**src/rtl/mem_pkg.sv**
```systemverilog
// Shared definitions for blocks that act as initiator on the single-port
// memory bus: the copy-engine FSM states and the byte stride of one word.
package mem_pkg;

  typedef enum logic [1:0] {
    IDLE  = 2'd0,
    READ  = 2'd1,
    WRITE = 2'd2,
    FIN   = 2'd3
  } state_t;

  // Byte distance between consecutive 32-bit words.
  localparam logic [31:0] WORD_STRIDE = 32'd4;

endpackage

```
**src/rtl/dma_copy.sv**
```systemverilog
// dma_copy: word-by-word memory copy engine acting as bus initiator on a
// shared single-port memory.  Each word takes one READ cycle (ReadData is
// captured at the closing edge) and one WRITE cycle (write commits at the
// closing edge), followed by a single FIN cycle that pulses done.
//
// Ports
//   clk        rising-edge clock
//   reset      asynchronous active-low reset
//   start      copy request, sampled only in IDLE
//   src, dst   word-aligned byte addresses of the first source/dest word
//   len        number of 32-bit words to copy
//   ReadData   memory read data, combinational from Adr
//   MemWrite   memory write enable
//   Adr        memory byte address
//   WriteData  memory write data
//   busy       high whenever the engine is not IDLE
//   done       one-cycle pulse in FIN
//   err        one-cycle pulse after a misaligned start was rejected
module dma_copy #(
  parameter int LEN_W = 8
) (
  input  logic             clk,
  input  logic             reset,
  input  logic             start,
  input  logic [31:0]      src,
  input  logic [31:0]      dst,
  input  logic [LEN_W-1:0] len,
  input  logic [31:0]      ReadData,
  output logic             MemWrite,
  output logic [31:0]      Adr,
  output logic [31:0]      WriteData,
  output logic             busy,
  output logic             done,
  output logic             err
);

  import mem_pkg::*;

  state_t           r_state;
  state_t           w_next;
  logic [31:0]      r_src_ptr;
  logic [31:0]      r_dst_ptr;
  logic [LEN_W-1:0] r_cnt;
  logic [31:0]      r_data;
  logic             r_err;
  logic             w_misalign;
  logic             w_len_zero;

  assign w_misalign = (src[1:0] != 2'b00) || (dst[1:0] != 2'b00);
  assign w_len_zero = (len == '0);

  // Misalignment is checked before len=0, so a misaligned zero-length
  // request is still rejected with err.
  always_comb begin
    w_next = r_state;
    case (r_state)
      IDLE: begin
        if (start && !w_misalign) begin
          w_next = w_len_zero ? FIN : READ;
        end
      end
      READ:    w_next = WRITE;
      WRITE:   w_next = (r_cnt == LEN_W'(1)) ? FIN : READ;
      FIN:     w_next = IDLE;
      default: w_next = IDLE;
    endcase
  end

  // Bus outputs decode straight from the state register, so an asynchronous
  // reset drops MemWrite before the next edge and a pending write never commits.
  always_comb begin
    MemWrite  = 1'b0;
    Adr       = 32'd0;
    WriteData = 32'd0;
    case (r_state)
      READ: begin
        Adr = r_src_ptr;
      end
      WRITE: begin
        MemWrite  = 1'b1;
        Adr       = r_dst_ptr;
        WriteData = r_data;
      end
      default: ;
    endcase
  end

  assign busy = (r_state != IDLE);
  assign done = (r_state == FIN);
  assign err  = r_err;

  always_ff @(posedge clk or negedge reset) begin
    if (!reset) begin
      r_state   <= IDLE;
      r_src_ptr <= 32'd0;
      r_dst_ptr <= 32'd0;
      r_cnt     <= '0;
      r_data    <= 32'd0;
      r_err     <= 1'b0;
    end else begin
      r_state <= w_next;
      r_err   <= (r_state == IDLE) && start && w_misalign;
      case (r_state)
        IDLE: begin
          if (start && !w_misalign && !w_len_zero) begin
            r_src_ptr <= src;
            r_dst_ptr <= dst;
            r_cnt     <= len;
          end
        end
        READ: begin
          r_data <= ReadData;
        end
        WRITE: begin
          // 32-bit adds wrap silently past 0xFFFFFFFC.
          r_src_ptr <= r_src_ptr + WORD_STRIDE;
          r_dst_ptr <= r_dst_ptr + WORD_STRIDE;
          r_cnt     <= r_cnt - LEN_W'(1);
        end
        default: ;
      endcase
    end
  end

endmodule

```
**config.mk**
```make
export PLATFORM = sky130hd
export DESIGN_NAME = dma_copy
export DESIGN_NICKNAME = d
export VERILOG_FILES = /design/src/rtl/mem_pkg.sv /design/src/rtl/dma_copy.sv
export SDC_FILE = /design/constraint.sdc
export NUM_CORES = 1
export LEC_CHECK = 0
export BUFFER_PORTS_ARGS = -buffer_cell sky130_fd_sc_hd__buf_4
export CAP_MARGIN = 10
export CORE_ASPECT_RATIO = 1.1
export CORE_UTILIZATION = 49
export CTS_CLUSTER_DIAMETER = 120
export CTS_CLUSTER_SIZE = 20
export DETAILED_ROUTE_END_ITERATION = 8
export GPL_ROUTABILITY_DRIVEN = 0
export PLACE_DENSITY = 0.77
export SLEW_MARGIN = 10
export SYNTH_ARGS = -nofsm -noshare
export SYNTH_HDL_FRONTEND = slang
export SYNTH_SLANG_ARGS = --single-unit
export TNS_END_PERCENT = 1
```
**constraint.sdc**
```tcl
create_clock -name clk -period 2.4 [get_ports clk]
set_input_delay 0 -clock clk [delete_from_list [all_inputs] [get_ports clk]]
set_output_delay 0 -clock clk [all_outputs]
set_load 0.02 [all_outputs]
```
======== Word-level counts from Yosys, hierarchy flattened ========
Index checks and enable logic that the tools add are counted.
word-level totals
  bits in registers ....................... 107
  latch bits .............................. 0
  bits in writable memories ............... 0
  memory bits (read-only) ................. 0
  input bits .............................. 107
  output and inout port bits .............. 68
  logic and storage cells ................. 42
  memories ................................ 0
cells by class
  add/subtract/negate cells ............... 3
  multipliers ............................. 0
  div/mod/pow operators ................... 0
  order comparisons ....................... 0
  equal/unequal tests ..................... 6
  shift-type cells ........................ 0
  muxes and demuxes ....................... 13
  bitwise gates (word level) .............. 0
  reduce and logical (&&, ||, !) cells .... 14
operator list
  cell                     count
  $pmux W32 S2             3
  $mux W32                 3
  $add A32 B3 Y32 const B  2
  $pmux W8 S2              1
  $eq A8 B1 Y1 const B     1
  $logic_not A8 Y1         1
  $mux W8                  1
  $pmux W2 S4              1
  $reduce_bool A2 Y1       4
  $sub A8 B1 Y8 const B    1
  $mux W2                  3
  $eq A2 B2 Y1 const B     2
  $logic_and A1 B1 Y1      4
  $ne A2 B1 Y1 const B     2
  $eq A2 B1 Y1 const B     1
  $logic_not A1 Y1         2
  $logic_not A2 Y1         1
  $reduce_and A2 Y1        1
  $logic_or A1 B1 Y1       1
  $mux W1                  1

======== Depth between registers and ports, before layout ========
  depth after elaboration ................. 7
  mapped depth ............................ 10

======== Worst setup path before layout ========
Ideal clock, no wire load.
  kind .................................... register -> register
  start ................................... reg r_state[0]
  end ..................................... reg r_dst_ptr[26]
  data arrival time ....................... 2.325 ns
  required time ........................... 2.313 ns
  setup slack ............................. -0.011 ns
  stages on the path, launching flop included .. 8
  period minus slack after synthesis ...... 2.411 ns
  cells stage by stage .................... dfrtp_1 inv_1 ha_1 nand3_2 nor4_4 nand4_4 or4_1 o211ai_1
on the way
  longest elaborated chain between the ends .. 3
  elaborated cells between the ends (all ways) .. 6
  those cells by class .................... eq/ne (2); mux (1); reduce/logical (3)
ends and longest elaborated chain
  item                                                                 RTL line         text
  start: declaration                                                   dma_copy.sv:39   state_t r_state;
  start signal: assignment                                             dma_copy.sv:101  r_state <= w_next;
  $logic_not A2 Y1 or $eq A2 B2 Y1 (tied branches)                     dma_copy.sv:103  case (r_state)
  $ne A2 B1 Y1 (no source line) or $reduce_bool A2 Y1 (tied branches)  -
  $reduce_and A2 Y1 (no source line)                                   -
  end signal: assignment                                               dma_copy.sv:107  r_dst_ptr <= dst;
  end signal: assignment                                               dma_copy.sv:117  r_dst_ptr <= r_dst_ptr + WORD_STRIDE;
  end: declaration                                                     dma_copy.sv:42   logic [31:0] r_dst_ptr;
Parallel ways exist; a longest one is shown, timed or not.
A chain may end at the register's enable or synchronous reset.

======== Final worst setup path ========
  start ................................... in len[0]
  end ..................................... reg r_dst_ptr[7]
on the way
  longest elaborated chain between the ends .. 5
ends and longest elaborated chain
  item                                RTL line         text
  start: declaration                  dma_copy.sv:27   input logic [LEN_W-1:0] len,
  $logic_not A8 Y1                    dma_copy.sv:50   assign w_len_zero = (len == '0);
  $logic_not A1 Y1                    dma_copy.sv:105  if (start && !w_misalign && !w_len_zero) begin
  $logic_and A1 B1 Y1                 dma_copy.sv:105
  $ne A2 B1 Y1 (no source line)       -
  $reduce_and A2 Y1 (no source line)  -
No other way between the ends.

==> metrics.md <==
| Metric | Value |
|---|---|
| Reg2reg path depth | `7` |
| Endpoint class of the critical path | `register` |
| Slew @ Worst Pin | `0.562 ns` |
| Max-cap viol count | `0` |
| Critical Path Start Type | `primary input` |
| Primary FF master, synth | `dfrtp_1` |
| Syn Inst Count | `785` |
| Crit path max fanout | `12` |
| # rows | `45` |
| N_diodes | `0` |
| RSZ-0062 raised after global routing | `false` |
| Hold Path Class | `primary input to register` |
| Asr flop ratio synth | `100%` |
| Placeable Area | `0.0139 mm²` |
| Layout Skew | `0.00988 ns` |
| Slew HR | `62.6%` |
| Warnings, synthesis | `0` |
| CTS tree | `built` |
| Mean Syn Cell Area | `8.98 µm²` |
| DRT Pass-1 Iters | `5` |
| Period utilization | `93.2%` |
| Drt wl/cell | `18.2 µm` |
| Initial Utilization | `50.7%` |
| Area Overhead vs Synth | `33.9%` |
| TritonCTS Buffers | `9` |
| Post-synth EDFFs | `0` |
| Yosys cell types | `64` |
| Layout fillers | `1,111` |
| GRT Total Usage | `29.2%` |
| Reg clk slew, reported paths | `0.08 ns` |
| Most frequent cell after synthesis | `dfrtp_1` |
| Wirelength, routed | `21,400 µm` |
| Final Instance Area | `0.00944 mm²` |
| H-tree depth | `3` |
| Hold path depth | `3` |
| Hpwl dp | `14,600 µm` |
| Power Dens Cells | `1280 mW/mm²` |
| Die width | `116 µm` |
| Critical-path cell list | `dlygate4sd3_1 > buf_4 > or4_4 > o2111ai_4 > and2_1 > buf_4 > o21ai_1 > a211oi_1` |
| Peak supply drop | `0.643 mV` |
| Area after DPL | `0.00860 mm²` |
| Slowest CP cell | `or4_4` |
| Layout Nets | `1,098` |
| DR iter-0 viols | `572` |
| Ports | `175` |
| TNS Setup | `0 ns` |
| Post-Syn Nets | `901` |
| Via Count | `7,056` |
| Clk buf depth | `2` |
| Gr ovfl total | `0` |
| Worst stage delay on the critical path | `0.57 ns` |
| Largest cells by area after synthesis | `dfrtp_1, mux2_2, o22a_1, a22oi_1, and2_1` |
| Chip Height | `128 µm` |
| PortBufs | `174` |
| Req. time, crit path | `2.67 ns` |
| Antenna violations before repair | `0` |
| Max Freq | `0.447 GHz` |
| Vias per cell | `6.01` |
| Commonest cells post-synth | `dfrtp_1, nand2_1, clkbuf_1` |
| Max-slew violations | `0` |
| Outcome | `complete, no violations` |
| Leakage | `4.03 nW` |
| Final min period | `2.24 ns` |
| Mapped cell area | `0.00705 mm²` |
| Crit path kind | `primary input to register` |
| First-pass GRT wire length | `34,100 µm` |
| Setup Buffers After CTS | `0` |
| Vias in the first global route | `6,726` |
| Die area | `0.0149 mm²` |
| Clk Latency, worst-skew pair | `0.36 ns` |
| Setup Viol. Count Final | `0` |
| Antenna viol nets, final | `0` |
| Synth Register Bits | `107` |
| Critical path's most frequent cell | `buf_4` |
| Leading area contributor after synthesis | `dfrtp_1` |
| Area share of the largest cell type after synthesis | `38.0%` |
| Sink Count | `107` |
| Largest net degree at the start of global routing | `117` |
| Share of cells above drive strength 1 | `28.8%` |
| Drt drc | `0` |
| Clk Tree Root Cell | `clkbuf_16` |
| Hold Violations, Final | `0` |
| Register area share after synthesis | `38.0%` |
| Arrival @ worst endpoint | `2.50 ns` |
==> where the power goes <==
group / switching (mW) / leakage (nW) / internal [mW]
Clock: 0.740 / 0.149 / 0.829
Sequential: 1.05 / 1.21 / 2.64
Combinational: 3.69 / 2.66 / 3.09
Total: 5.48 / 4.03 / 6.56
==> kinds of logic (layout without fill, tap and decap cells) <==
group	count (synthesis)	count (layout)	share of synthesized area, %
multiplexers	37	37	5.82
adder cells (fa/ha/maj)	9	9	1.60
buffers and inverters	86	288	5.01
AND/OR/NAND/NOR	277	277	22.8
AO/OA/AOI/OAI	269	269	26.8
flip-flops	107	107	38.0
==> cell usage in the layout, fill, tap and decap left out, drive strengths merged, types with 5 or more instances in the layout <==
cell type    netlist  layout
nor3b             10      10
and4               8       8
mux2              32      32
and2              36      36
o21ai             37      37
nand2b             7       7
a21oi             39      39
a311oi             5       5
mux2i              5       5
a22oi             30      30
and3              18      18
dlygate4sd3        0      52
o31ai              7       7
o211ai             9       9
nor4               6       6
dfrtp            107     107
a31o               5       5
or4                7       7
nand4             15      15
a21o              12      12
a31oi             11      11
clkbuf            43       9
nor2              38      38
nor2b             35      35
or2                9       9
o22ai             35      35
nand2             46      46
o22a              30      30
buf               27     204
ha                 9       9
inv               15      18
a22o               7       7
nand3             22      22
nor3              18      18
a211oi            11      11
==> metal layers <==
| layer | share of wire (%) | wire (µm) | GRT usage (%) | vias up |
|---|---|---|---|---|
| li1 | - | - | - | 3354 |
| met1 | 44 | 9310 | 38.0 | 3410 |
| met2 | 47 | 10100 | 47.5 | 255 |
| met3 | 6.7 | 1440 | 6.19 | 37 |
| met4 | 2.5 | 531 | 10.6 | 0 |
| met5 | 0 | 0 | 0 | - |
==> sequential cells by signal (all words and copies together) (netlist names) <==
name       flops
r_data        32
r_dst_ptr     32
err            1
r_cnt          8
r_state        2
r_src_ptr     32
==> final timing paths <==
kind,slack (ns),to,from
worst max register to register,0.22,r_dst_ptr[29]$_DFFE_PN0P_,r_state[0]$_DFFE_PN0P_
worst min register to register,0.50,r_data[9]$_DFFE_PN0N_,r_data[9]$_DFFE_PN0N_
min in group asynchronous,0.16,r_dst_ptr[26]$_DFFE_PN0P_,reset
worst min-delay path,0.0006,r_src_ptr[17]$_DFFE_PN0P_,src[17]
max in group asynchronous,1.53,r_src_ptr[14]$_DFFE_PN0P_,reset
worst max-delay path,0.16,r_dst_ptr[7]$_DFFE_PN0P_,len[0]
==> worst max-delay path, delay by kind of cell <==
family | cells | cell delay (ns)
compound gates | 3 | 0.55
buf+inv | 3 | 0.94
simple gates | 2 | 1.01
==> metrics by stage <==
| stage | util (%) | hold WS, ns | std cells | setup slack [ns] | power [mW] |
|---|---|---|---|---|---|
| finish | 67.9 | 0.000595 | 1175 | 0.163 | 12.0 |
| global route | 67.9 | 0.0148 | 1175 | 0.0620 | 12.9 |
| CTS | 67.8 | 0.00168 | 1175 | 0.120 | 12.0 |
| detailed placement | 61.8 | 0.0123 | 1107 | 0.218 | 10.3 |
| global placement | 61.8 | 0.0129 | 1107 | 0.280 | 10.2 |
| floorplan | - | -0.296 | 785 | 0.0576 | 8.03 |
==> timing repair <==
item | CTS | global route
endpoints found under the hold margin | 86 | 0
endpoints found under the setup margin | 0 | 1
hold buffers | 52 | 0
gates resized for setup | 0 | 2
==> final cells by class <==
type	count	area [µm²]	area share, %
timing repair buffer	256	2110	22.4
multi-input combinational	592	4040	42.8
clock buffer	9	225	2.39
clock inverter	7	83.8	0.888
tap	188	235	2.49
inverter	16	60.1	0.636
sequential	107	2680	28.4
Power figures use the tool's default switching activity.
